--- src/rtl/carpma_birimi.sv ---
// carpma_birimi: iterative radix-4 32x32 multiplier for MUL/MULH/MULHSU/MULHU,
// 17-cycle latency from request to result.
module carpma_birimi (
    input  logic        clk_i,
    input  logic        rst_ni,
    input  logic        basla_i,
    input  logic [1:0]  islem_i,
    input  logic [31:0] carpilan_i,
    input  logic [31:0] carpan_i,
    output logic [31:0] sonuc_o,
    output logic        bitti_o
);
    typedef enum logic [1:0] {BOS, CARP, SON} durum_t;
    durum_t      durum_q, durum_d;
    logic [1:0]  islem_q;
    logic [31:0] a_q, b_q;
    logic        isaret_q;
    logic [63:0] acc_q;
    logic [3:0]  sayac_q;
    logic        a_negatif, b_negatif;
    logic [33:0] kat;
    logic [63:0] kismi, carpim;
    // Only operands that are signed for the operation contribute a sign
    assign a_negatif = (islem_i != 2'b11) & carpilan_i[31];
    assign b_negatif = ~islem_i[1] & carpan_i[31];
    assign kat    = (b_q[0] ? {2'b00, a_q} : 34'd0) + (b_q[1] ? {1'b0, a_q, 1'b0} : 34'd0);
    assign kismi  = {30'd0, kat} << {sayac_q, 1'b0};
    assign carpim = isaret_q ? -acc_q : acc_q;
    always_ff @(posedge clk_i or negedge rst_ni) begin
        if (!rst_ni) durum_q <= BOS;
        else         durum_q <= durum_d;
    end
    always_comb begin
        durum_d = !basla_i ? BOS :
                  durum_q == BOS  ? CARP :
                  durum_q == CARP ? (sayac_q == 4'd15 ? SON : CARP) : BOS;
        bitti_o = !basla_i || durum_q == SON;
        sonuc_o = (basla_i && durum_q == SON) ? (islem_q == 2'b00 ? carpim[31:0] : carpim[63:32]) : 32'd0;
    end
    always_ff @(posedge clk_i or negedge rst_ni) begin
        if (!rst_ni) begin
            islem_q  <= 2'b00;
            a_q      <= 32'd0;
            b_q      <= 32'd0;
            isaret_q <= 1'b0;
            acc_q    <= 64'd0;
            sayac_q  <= 4'd0;
        end else if (!basla_i) begin
            acc_q   <= 64'd0;
            sayac_q <= 4'd0;
        end else if (durum_q == BOS) begin
            islem_q  <= islem_i;
            a_q      <= a_negatif ? -carpilan_i : carpilan_i;
            b_q      <= b_negatif ? -carpan_i : carpan_i;
            isaret_q <= a_negatif ^ b_negatif;
            acc_q    <= 64'd0;
            sayac_q  <= 4'd0;
        end else if (durum_q == CARP) begin
            acc_q   <= acc_q + kismi;
            b_q     <= b_q >> 2;
            sayac_q <= sayac_q + 4'd1;
        end
    end
endmodule

--- config.mk ---
export PLATFORM = sky130hd
export DESIGN_NAME = carpma_birimi
export DESIGN_NICKNAME = d
export VERILOG_FILES = /design/src/rtl/carpma_birimi.sv
export SDC_FILE = /design/constraint.sdc
export NUM_CORES = 1
export LEC_CHECK = 0
export ABC_AREA = 1
export CELL_PAD_IN_SITES_DETAIL_PLACEMENT = 1
export CELL_PAD_IN_SITES_GLOBAL_PLACEMENT = 1
export CORE_MARGIN = 1.5
export CORE_UTILIZATION = 46
export CTS_CLUSTER_DIAMETER = 120
export DETAILED_ROUTE_END_ITERATION = 8
export PLACE_DENSITY_LB_ADDON = 0.25
export SLEW_MARGIN = 30
export SYNTH_ARGS = -nofsm -noshare
export SYNTH_HDL_FRONTEND = slang
export SYNTH_SLANG_ARGS = --single-unit
--- constraint.sdc ---
create_clock -name clk_i -period 11.3 [get_ports clk_i]
set_input_delay 3.39 -clock clk_i [delete_from_list [all_inputs] [get_ports clk_i]]
set_output_delay 3.39 -clock clk_i [all_outputs]
set_load 0.02 [all_outputs]
==> results.md <==
- GRT Total Usage: 46.8%
- Max cap viols: 0
- Iter 0 DRT Violations: 2355
- Period utilization: 81.9%
- Overflow after GRT: 0
- P_leak: 10.8 nW
- Net Sw Frac: 53.6%
- CTS tree: built
- First-pass GRT wire length: 149 mm
- Worst-case clock buffer depth: 2
- Tmin final: 9250 ps
- Final hold violation count: 0
- Most common cell after layout, fill and taps aside: nand2_1
- Unrepaired setup endpoints after global routing: false
- Hold buffer count at cts: 0
- Post-synthesis cell count: 3386
- Status: finished clean
- Fin Clk Skew: 23.8 ps
- Die ar.: 42000 sq um
- Mux contribution to synthesized area: 0.107%
- Largest net degree at the start of global routing: 75
- Largest family of logic cells by synthesized area: simple AND/OR/NAND/NOR gates
- Setup Fix Bufs, Post-CTS: 0
- Syn_area_per_cell: 5.54 sq um
- Area delta synth->final: 10.9%
- #FFs+latches synth: 137
- Sequential share of the synthesized area: 18.3%
- Final Setup Violations: 0
- Setup TNS: 0 ps
- Synth Cell Area: 18800 sq um
- Nets@finish: 3606
- Die width: 205 um
- Most frequent cells in the layout: nand2_1 (1003), inv_1 (471), nor2_1 (406), nand3_1 (353), o21ai_0 (250)
- Via density: 6.23
- Min-Delay Path Depth: 2
- Slew at the pin closest to its max-slew limit: 1060 ps
- Total wire length: 97.3 mm
- Clock share of power: 21.9%
- 1st-pass router iterations: 5
- Gate power share: 54.2%
- Synth Area in XOR/XNOR: 3.41%
- Post-layout util: 52.0%
- Root buf cell: clkbuf_16
- Peak supply drop: 0.102 mV
- Vias in the first global route: 26000
- Worst Hold Path EP: islem_q[1]
- Compound-Gate Fraction of Synth Area: 16.4%
- Die H: 205 um
- Crit-path max FO: 26
- CP endpoint kind: output pin
- CTS buffer count: 17
- EDFF count, synth: 0
- Pwr Total: 2.77 mW
- Simple-gate share of the synthesized area: 43.0%
- Clock latency on the worst-skew pair: 520 ps
- Seq pwr share: 23.8%
- Routability cong.: 1.06
- WL/cell: 24.5 um
- Reg-to-reg setup timing slack: 5550 ps
- Critical R2R Launch: b_q[1]
- Worst r2r dst: acc_q[54]
- H-tree depth: 4
- Startpoint Class: input pin
- Core area: 40000 sq um
- Max_slew headroom: 28.8%
- Hold Startpoint: islem_q[1]
- Synth Area in Adders: 7.22%
- Register clock-pin slew on the reported worst setup and hold paths: 70 ps
- Synth cell types: 55
- Port bufs: 101
- Reg2reg path depth: 27
- Top FF cell, synth: dfrtp_1
- Antenna violations before repair: 1
- Critical Path RT: 7910 ps
- Final Max Slew Viols: 0
- Kind of critical path: input pin to output pin
- # resized after CTS: 0
- FMAX: 108 MHz
- Fillers: 5874
- Starting Density: 46.9%
- Pwr/cell area: 133 nW/um^2
- # rows: 73
- Syn_nets: 3562
- Internal power: 1.29 mW
- Syn. warnings: 0
- DR DRC count: 0
- Share of layout cells above drive strength 1: 2.90%
- FFs w/ async S/R, synth: 100%
- Critical Path AT: 5860 ps
- Ports: 102
- Hold Path Class: flop to flop
- CTS sink cnt: 137
- Antenna viol nets, final: 0
- Vias: 24700
- Hpwl dp: 73.5 mm
- Switching pwr: 1.48 mW
## cell type report
class	instances	area (sq um)	area share, %
multi-input combinational	2673	13200	63.3
sequential	137	3430	16.5
inverter	482	1810	8.71
timing repair buffer	119	1150	5.53
tap	525	657	3.16
clock buffer	19	443	2.13
clock inverter	13	131	0.631
antenna	1	2.50	0.0120
## power groups by stage
| stage | clock network, mW | logic, mW | registers, mW |
|---|---|---|---|
| floorplan | 0 | 0.948 | 0.604 |
| global placement | 0 | 1.35 | 0.648 |
| detailed placement | 0 | 1.41 | 0.658 |
| CTS | 0.599 | 1.45 | 0.653 |
| global route | 0.617 | 1.62 | 0.662 |
| finish | 0.608 | 1.50 | 0.660 |
## metrics by stage
step	setup slack, ps	instance area (sq um)	cells	hold slack [ps]
2_1_floorplan	3240	18800	3386	443
3_3_place_gp	2310	20200	3936	456
3_5_place_dp	2160	20200	3936	466
4_1_cts	2120	20800	3968	495
5_1_grt	1920	20800	3968	517
6_report	2050	20800	3969	494
## how the worst max path moves through the flow
| stage | start | endpoint | slack [ps] | depth (start not counted) |
|---|---|---|---|---|
| CTS | basla_i | sonuc_o[23] | 2120 | 9 |
| finish | basla_i | sonuc_o[23] | 2050 | 9 |
| floorplan | basla_i | sonuc_o[15] | 3240 | 4 |
| detailed placement | basla_i | sonuc_o[23] | 2160 | 9 |
| global route | basla_i | sonuc_o[23] | 1920 | 9 |
| global placement | basla_i | sonuc_o[23] | 2310 | 9 |
## flip-flops by register name (all words and copies together), names as in the netlist
| register | count |
|---|---|
| acc_q | 64 |
| a_q | 32 |
| b_q | 32 |
| sayac_q | 4 |
| durum_q | 2 |
| islem_q | 2 |
| isaret_q | 1 |
## Yosys cell counts (3+ instances only)
library cell	instances	area [sq um]
a21boi_0	4	30.0
nor2_1	409	1540
nor2_2	6	37.5
nor2_4	3	33.8
xnor2_1	19	166
xor2_1	54	473
ha_1	105	1310
a21o_1	8	60.1
buf_1	19	71.3
and2_1	4	25.0
nor3_1	54	270
o41ai_1	4	35.0
nand4_1	38	238
clkinv_1	6	22.5
o211ai_1	9	67.6
o21ai_0	250	1250
nor3_2	4	40.0
nand3b_1	9	67.6
a21oi_1	217	1090
nand3_1	353	1770
o21bai_1	14	105
or2_2	12	75.1
nor4_1	13	81.3
o221ai_1	3	26.3
dfrtp_1	137	3430
o22ai_1	17	106
nand2_1	1003	3760
buf_2	7	35.0
inv_2	5	18.8
nand2_2	3	18.8
o31ai_1	8	60.1
inv_1	471	1770
clkbuf_1	68	255
o21ai_1	4	20.0
a22o_1	3	26.3
a31oi_1	14	87.6
## per-layer routing
layer	track usage, %	vias up	wire length [um]
li1	-	11100	-
met1	50.4	11900	36100
met2	79.3	1254	45400
met3	8.22	521	6220
met4	40.3	0	9570
met5	0	-	0
## critical path, cell delays in order
cell             delay [ps]
clkdlybuf4s50_1         490
inv_1                   160
nor3_2                  230
buf_4                   370
inv_1                   240
a21oi_1                 190
o21ai_0                 120
inv_1                    60
clkdlybuf4s50_1         590
## cell families after synthesis
kind of cell	after synthesis
simple gates	1924
buf+inv	576
compound gates	567
flops	137
fa+ha+maj	107
xor+xnor	73
mux	2
No activity file was read; power rests on OpenSTA's default activity.
